### config.mk
export PLATFORM = sky130hd
export DESIGN_NAME = alu_share_ctrl_flat
export DESIGN_NICKNAME = d
export VERILOG_FILES = /design/src/rtl/alu_share_ctrl_pkg.sv /design/src/rtl/alu_share_ctrl_if.sv /design/src/rtl/alu_share_arb.sv /design/src/rtl/alu_share_ctrl.sv /design/src/flat_wrapper.sv
export SDC_FILE = /design/constraint.sdc
export NUM_CORES = 1
export LEC_CHECK = 0
export BUFFER_PORTS_ARGS = -buffer_cell sky130_fd_sc_hd__buf_2
export CORE_MARGIN = 2
export CORE_UTILIZATION = 42
export DETAILED_ROUTE_END_ITERATION = 12
export GPL_ROUTABILITY_DRIVEN = 0
export PLACE_DENSITY = 0.77
export SLEW_MARGIN = 20
export SYNTH_ARGS = -nofsm -noshare
export SYNTH_HDL_FRONTEND = slang
export SYNTH_HIERARCHICAL = 1
export SYNTH_SLANG_ARGS = --single-unit
### constraint.sdc
create_clock -name clk -period 1.7 [get_ports clk]
set_input_delay 0.34 -clock clk [delete_from_list [all_inputs] [get_ports clk]]
set_output_delay 0.34 -clock clk [all_outputs]
set_load 0.02 [all_outputs]
### src/rtl/alu_share_ctrl_pkg.sv
// alu_share_ctrl_pkg: shared types and constants for the time-shared ALU controller.
package alu_share_ctrl_pkg;

    localparam int DATA_W  = 32;
    localparam int NUM_REQ = 2;

    typedef enum logic [1:0] {
        IDLE = 2'd0,
        EXEC = 2'd1,
        RESP = 2'd2
    } state_t;

    localparam logic [3:0] OP_ADD = 4'b0000;
    localparam logic [3:0] OP_SUB = 4'b0001;
    localparam logic [3:0] OP_XOR = 4'b0010;
    localparam logic [3:0] OP_AND = 4'b0011;
    localparam logic [3:0] OP_OR  = 4'b0100;
    localparam logic [3:0] OP_SLL = 4'b0101;
    localparam logic [3:0] OP_SRL = 4'b0110;

endpackage

### src/rtl/alu_share_ctrl_if.sv
// alu_share_ctrl_if: per-port request/response channels between requesters and the controller.
interface alu_share_ctrl_if;
    import alu_share_ctrl_pkg::*;

    logic [NUM_REQ-1:0]             req_valid;
    logic [NUM_REQ-1:0]             req_ready;
    logic [NUM_REQ-1:0][DATA_W-1:0] req_a;
    logic [NUM_REQ-1:0][DATA_W-1:0] req_b;
    logic [NUM_REQ-1:0][3:0]        req_ctrl;
    logic [NUM_REQ-1:0]             rsp_valid;
    logic [NUM_REQ-1:0]             rsp_ready;
    logic [DATA_W-1:0]              rsp_result;
    logic                           rsp_zero;

    modport master (
        output req_valid, req_a, req_b, req_ctrl, rsp_ready,
        input  req_ready, rsp_valid, rsp_result, rsp_zero
    );

    modport slave (
        input  req_valid, req_a, req_b, req_ctrl, rsp_ready,
        output req_ready, rsp_valid, rsp_result, rsp_zero
    );

endinterface

### src/rtl/alu_share_arb.sv
// alu_share_arb: combinational 2-way picker, round-robin on rr.
// ALU_SHARE_FIXED_PRIO_EN selects fixed priority with port 0 first and rr ignored.
module alu_share_arb (
    input  logic [1:0] valid,
    input  logic       rr,
    output logic       winner,
    output logic       grant_valid
);

    assign grant_valid = |valid;
`ifdef ALU_SHARE_FIXED_PRIO_EN
    logic unused_rr;
    assign unused_rr = rr;
    assign winner    = ~valid[0];
`else
    // The pointed-to port keeps the grant whenever it is requesting.
    assign winner = valid[rr] ? rr : ~rr;
`endif

endmodule

### src/rtl/alu_share_ctrl.sv
// alu_share_ctrl: arbitrates two requesters onto one combinational ALU, IDLE -> EXEC -> RESP.
// ALU_SHARE_FIXED_PRIO_EN removes the round-robin pointer in favour of port 0 priority.
module alu_share_ctrl
    import alu_share_ctrl_pkg::*;
(
    input  logic              clk,
    input  logic              rst_n,
    alu_share_ctrl_if.slave   bus,
    output logic [DATA_W-1:0] alu_a,
    output logic [DATA_W-1:0] alu_b,
    output logic [3:0]        alu_ctrl,
    input  logic [DATA_W-1:0] alu_result,
    input  logic              alu_zero,
    output logic              busy,
    output logic              owner
);

    state_t            state;
    state_t            state_n;
    logic [DATA_W-1:0] a_q;
    logic [DATA_W-1:0] b_q;
    logic [3:0]        ctrl_q;
    logic              owner_q;
    logic [DATA_W-1:0] res_q;
    logic              zero_q;
    logic              rr;
    logic              winner;
    logic              grant_valid;
    logic              accept;
    logic              done;

    alu_share_arb u_arb (
        .valid       (bus.req_valid),
        .rr          (rr),
        .winner      (winner),
        .grant_valid (grant_valid)
    );

    always_comb begin
        accept        = (state == IDLE) && grant_valid;
        done          = (state == RESP) && bus.rsp_ready[owner_q];
        state_n       = IDLE;
        state_n       = accept ? EXEC : (state == EXEC) ? RESP : (state == RESP && !done) ? RESP : IDLE;
        bus.req_ready = accept ? (2'b01 << winner) : 2'b00;
        bus.rsp_valid = (state == RESP) ? (2'b01 << owner_q) : 2'b00;
        alu_a         = (state == EXEC) ? a_q : '0;
        alu_b         = (state == EXEC) ? b_q : '0;
        alu_ctrl      = (state == EXEC) ? ctrl_q : 4'b0000;
    end

    assign bus.rsp_result = res_q;
    assign bus.rsp_zero   = zero_q;
    assign busy           = (state != IDLE);
    assign owner          = owner_q;

    always_ff @(posedge clk or negedge rst_n) begin
        if (!rst_n) begin
            state   <= IDLE;
            a_q     <= '0;
            b_q     <= '0;
            ctrl_q  <= 4'b0000;
            owner_q <= 1'b0;
            res_q   <= '0;
            zero_q  <= 1'b0;
        end else begin
            state <= state_n;
            if (accept) begin
                a_q     <= bus.req_a[winner];
                b_q     <= bus.req_b[winner];
                ctrl_q  <= bus.req_ctrl[winner];
                owner_q <= winner;
            end
            if (state == EXEC) begin
                res_q  <= alu_result;
                zero_q <= alu_zero;
            end
        end
    end

`ifdef ALU_SHARE_FIXED_PRIO_EN
    assign rr = 1'b0;
`else
    // After serving a port, the other one is next in line.
    always_ff @(posedge clk or negedge rst_n) begin
        if (!rst_n)
            rr <= 1'b0;
        else if (done)
            rr <= ~owner_q;
    end
`endif

endmodule

### src/flat_wrapper.sv
// flat-port wrapper written by rule: the top's interface ports become plain ports
module alu_share_ctrl_flat import alu_share_ctrl_pkg::*;
  (clk, rst_n, alu_a, alu_b, alu_ctrl, alu_result, alu_zero, busy, owner, bus_req_valid, bus_req_a, bus_req_b, bus_req_ctrl, bus_rsp_ready, bus_req_ready, bus_rsp_valid, bus_rsp_result, bus_rsp_zero);
  alu_share_ctrl_if bus_i ();
  input  logic clk;
  input  logic rst_n;
  output logic [DATA_W-1:0] alu_a;
  output logic [DATA_W-1:0] alu_b;
  output logic [3:0] alu_ctrl;
  input  logic [DATA_W-1:0] alu_result;
  input  logic alu_zero;
  output logic busy;
  output logic owner;
  input wire logic [$bits(bus_i.req_valid)-1:0] bus_req_valid;
  input wire logic [$bits(bus_i.req_a)-1:0] bus_req_a;
  input wire logic [$bits(bus_i.req_b)-1:0] bus_req_b;
  input wire logic [$bits(bus_i.req_ctrl)-1:0] bus_req_ctrl;
  input wire logic [$bits(bus_i.rsp_ready)-1:0] bus_rsp_ready;
  output wire logic [$bits(bus_i.req_ready)-1:0] bus_req_ready;
  output wire logic [$bits(bus_i.rsp_valid)-1:0] bus_rsp_valid;
  output wire logic [$bits(bus_i.rsp_result)-1:0] bus_rsp_result;
  output wire logic [$bits(bus_i.rsp_zero)-1:0] bus_rsp_zero;
  assign bus_i.req_valid = bus_req_valid;
  assign bus_i.req_a = bus_req_a;
  assign bus_i.req_b = bus_req_b;
  assign bus_i.req_ctrl = bus_req_ctrl;
  assign bus_i.rsp_ready = bus_rsp_ready;
  assign bus_req_ready = bus_i.req_ready;
  assign bus_rsp_valid = bus_i.rsp_valid;
  assign bus_rsp_result = bus_i.rsp_result;
  assign bus_rsp_zero = bus_i.rsp_zero;
  alu_share_ctrl u_core (.clk(clk), .rst_n(rst_n), .bus(bus_i), .alu_a(alu_a), .alu_b(alu_b), .alu_ctrl(alu_ctrl), .alu_result(alu_result), .alu_zero(alu_zero), .busy(busy), .owner(owner));
endmodule
==> results.md <==
- Status: complete, but fails checks
- Failing checks: setup timing
- Setup crit end kind: primary output
- PwrDens: 1900 nW/µm²
- Worst-skew pair later-pin latency: 0.33 ns
- Via-per-instance ratio: 4.92
- Slowest CP cell: dfrtp_2
- Remaining antenna violation count after routing: 0
- Post-route setup TNS: -15.72 ns
- Synth area leaders: dfrtp_1 (46%), mux2_4 (24%), mux2_2 (15%)
- Clock sinks: 105
- I/O pin cnt: 282
- Crit path required time: 1.36 ns
- Final slew viol count: 0
- IO Port Bufs: 281
- Total gr overflow: 0
- DR vias: 4,384
- Register area share after synthesis: 45.8%
- CTS tree: done
- CTS root buf: clkbuf_16
- Syn Inst Count: 387
- Top-area cell type share of the netlist area: 45.8%
- Worst min path class: in2reg
- H-tree lvl count: 3
- Num rows: 42
- Distinct cells, synth: 23
- Vias in the first global route: 4,786
- Pwr Total: 17,000 µW
- Share of post-route cells with drive strength above 1: 79.9%
- Synthesized Nets: 562
- Ys Warns: 6
- Fmax: 531 MHz
- Most common cell after layout, fill and taps aside: buf_2
- Drt initial violations: 198
- Netlist Area Pre-Place: 5740 µm²
- Max-slew headroom: 71.0%
- Synthesized area per cell: 14.8 µm²
- Fin. Hold Viols: 0
- Core Area: 13,300 µm²
- Syn-to-layout area delta: 55.6%
- DRC: 0
- Total routed wirelength: 17.4 mm
- Minimum clock period: 1.88 ns
- TritonCTS buffer count: 9
- Crit path largest cell delay: 0.44 ns
- Die H: 121 µm
- Layout Skew: 0.00927 ns
- Setup-failing EPs final: 158
- Worst Tran Pin Value: 0.435 ns
- Die X-Extent: 121 µm
- Die area: 14,600 µm²
- Most frequent cells in the layout: buf_2 (207), mux2_4 (154), dfrtp_1 (104), buf_6 (56), buf_4 (50)
- Clock transition at path regs: 0.07 ns
- Yosys top cell by area: dfrtp_1
- Leak Pwr: 0.00464 µW
- Antenna cells: 0
- RSZ-0062 raised after global routing: yes
- CP cell instances: nor2b_4 > buf_12 > buf_8 > buf_16 > and2_4 > buf_6
- Initial Util: 43.2%
- Clk buf depth: 2
- Maxcap violations: 0
- Largest net degree at the start of global routing: 58
- Crit share post-route: 111%
- Critical Path Start Type: flop
- Seq cells post-synth: 105
- Peak supply drop: 1020 µV
- CP Max Fanout: 4
- CP Data Arrival Time: 1.54 ns
- GRT Overall Usage: 21.5%
- Fin worst setup slack: -0.185 ns
- First drt pass iteration count: 5
- WS Path Type: reg2out
- Initial antenna violation count: 0
- Avg WL per Cell: 19.6 µm
- Nets: 886
- First-pass GRT wire length: 24.3 mm
- Dpl hpwl: 10.3 mm
-- area by class of cell --
class | count | area [µm²]
clock buffers | 10 | 229
multi-input cells | 253 | 3190
inverters | 2 | 7.51
flip-flops and latches | 105 | 2630
fillers | 896 | 4360
well taps | 176 | 220
clock inverters | 5 | 33.8
repair buffers | 340 | 2630
-- final timing paths --
check,cells past startpoint,from,slack [ns],to
worst min register to register,1,u_core/bus.rsp_result[3],0.50,u_core/bus.rsp_result[3]
worst max-delay path,6,u_core/state[1],-0.18,alu_a[4]
max in group asynchronous,3,rst_n,0.54,u_core/a_q[2]
worst min-delay path,2,alu_result[3],0.23,u_core/bus.rsp_result[3]
min in group asynchronous,2,rst_n,0.51,u_core/b_q[8]
worst max register to register,6,u_core/rr,-0.11,u_core/a_q[27]
-- through the flow --
step | area [µm²] | worst slack (ns) | instances | utilization [%] | hold WS [ns]
2_1_floorplan | 5740 | 0.0545 | 387 | - | 0.0444
3_3_place_gp | 7320 | -0.0477 | 836 | 55.1 | 0.301
3_5_place_dp | 7320 | -0.122 | 836 | 55.1 | 0.308
4_1_cts | 8450 | -0.218 | 881 | 63.6 | 0.220
5_1_grt | 8930 | -0.244 | 891 | 67.2 | 0.216
6_report | 8930 | -0.185 | 891 | 67.2 | 0.234
-- power breakdown --
part	switching (µW)	internal [µW]
sequential	807	3810
combinational	4390	6090
clock	882	983
total	6080	10900
-- Yosys cell counts --
master and count:
dfrtp_1 105, mux2_4 93, mux2_2 77, and2_1 69
buf_6 12, clkbuf_1 7, buf_12 6, inv_1 2
nor2_1 2, a211o_1 1, a21boi_0 1, buf_4 1
buf_8 1, mux2_1 1, mux2i_1 1, nand2b_1 1
nor2b_1 1, nor2b_2 1, nor3b_2 1, nor4bb_1 1
o21bai_1 1, or2_1 1, or2_2 1
-- worst max-delay path, delay by kind of cell, from the launching register on --
| family | cells | cell delay (ns) |
|---|---|---|
| flops | 1 | 0.44 |
| simple gates | 2 | 0.30 |
| buf+inv | 4 | 0.46 |
-- logic make-up after synthesis --
group                  count (synthesis)  share of synthesized area [%]
AOI/OAI and AO/OA                      3                          0.414
muxes                                172                           39.8
and+or+nand+nor                       78                           8.63
DFF                                  105                           45.8
buffers and inverters                 29                           5.43
-- per-layer routing --
layer / vias up / wire length [µm] / global-route usage [%]
met2: 183 / 9230 / 39.2
met1: 2211 / 7010 / 25.9
met5: - / 0 / 0
met4: 0 / 208 / 5.23
li1: 1975 / - / -
met3: 15 / 976 / 4.09
-- repair_timing --
action	in CTS	in global routing
gates resized for setup	142	124
hold buffers	1	0
pin swaps	2	6
endpoints found under the hold margin	30	0
endpoints found under the setup margin	135	165
gates cloned	10	4
setup buffers	19	15
-- sequential cells by signal, indices dropped and copies added (netlist names) --
name,flops
u_core/a_q,32
u_core/b_q,32
u_core/bus.rsp_result,32
u_core/ctrl_q,4
u_core/state,2
u_core/bus.rsp_zero,1
u_core/owner,1
u_core/rr,1
Note: power is estimated with default switching activity, not from simulation.
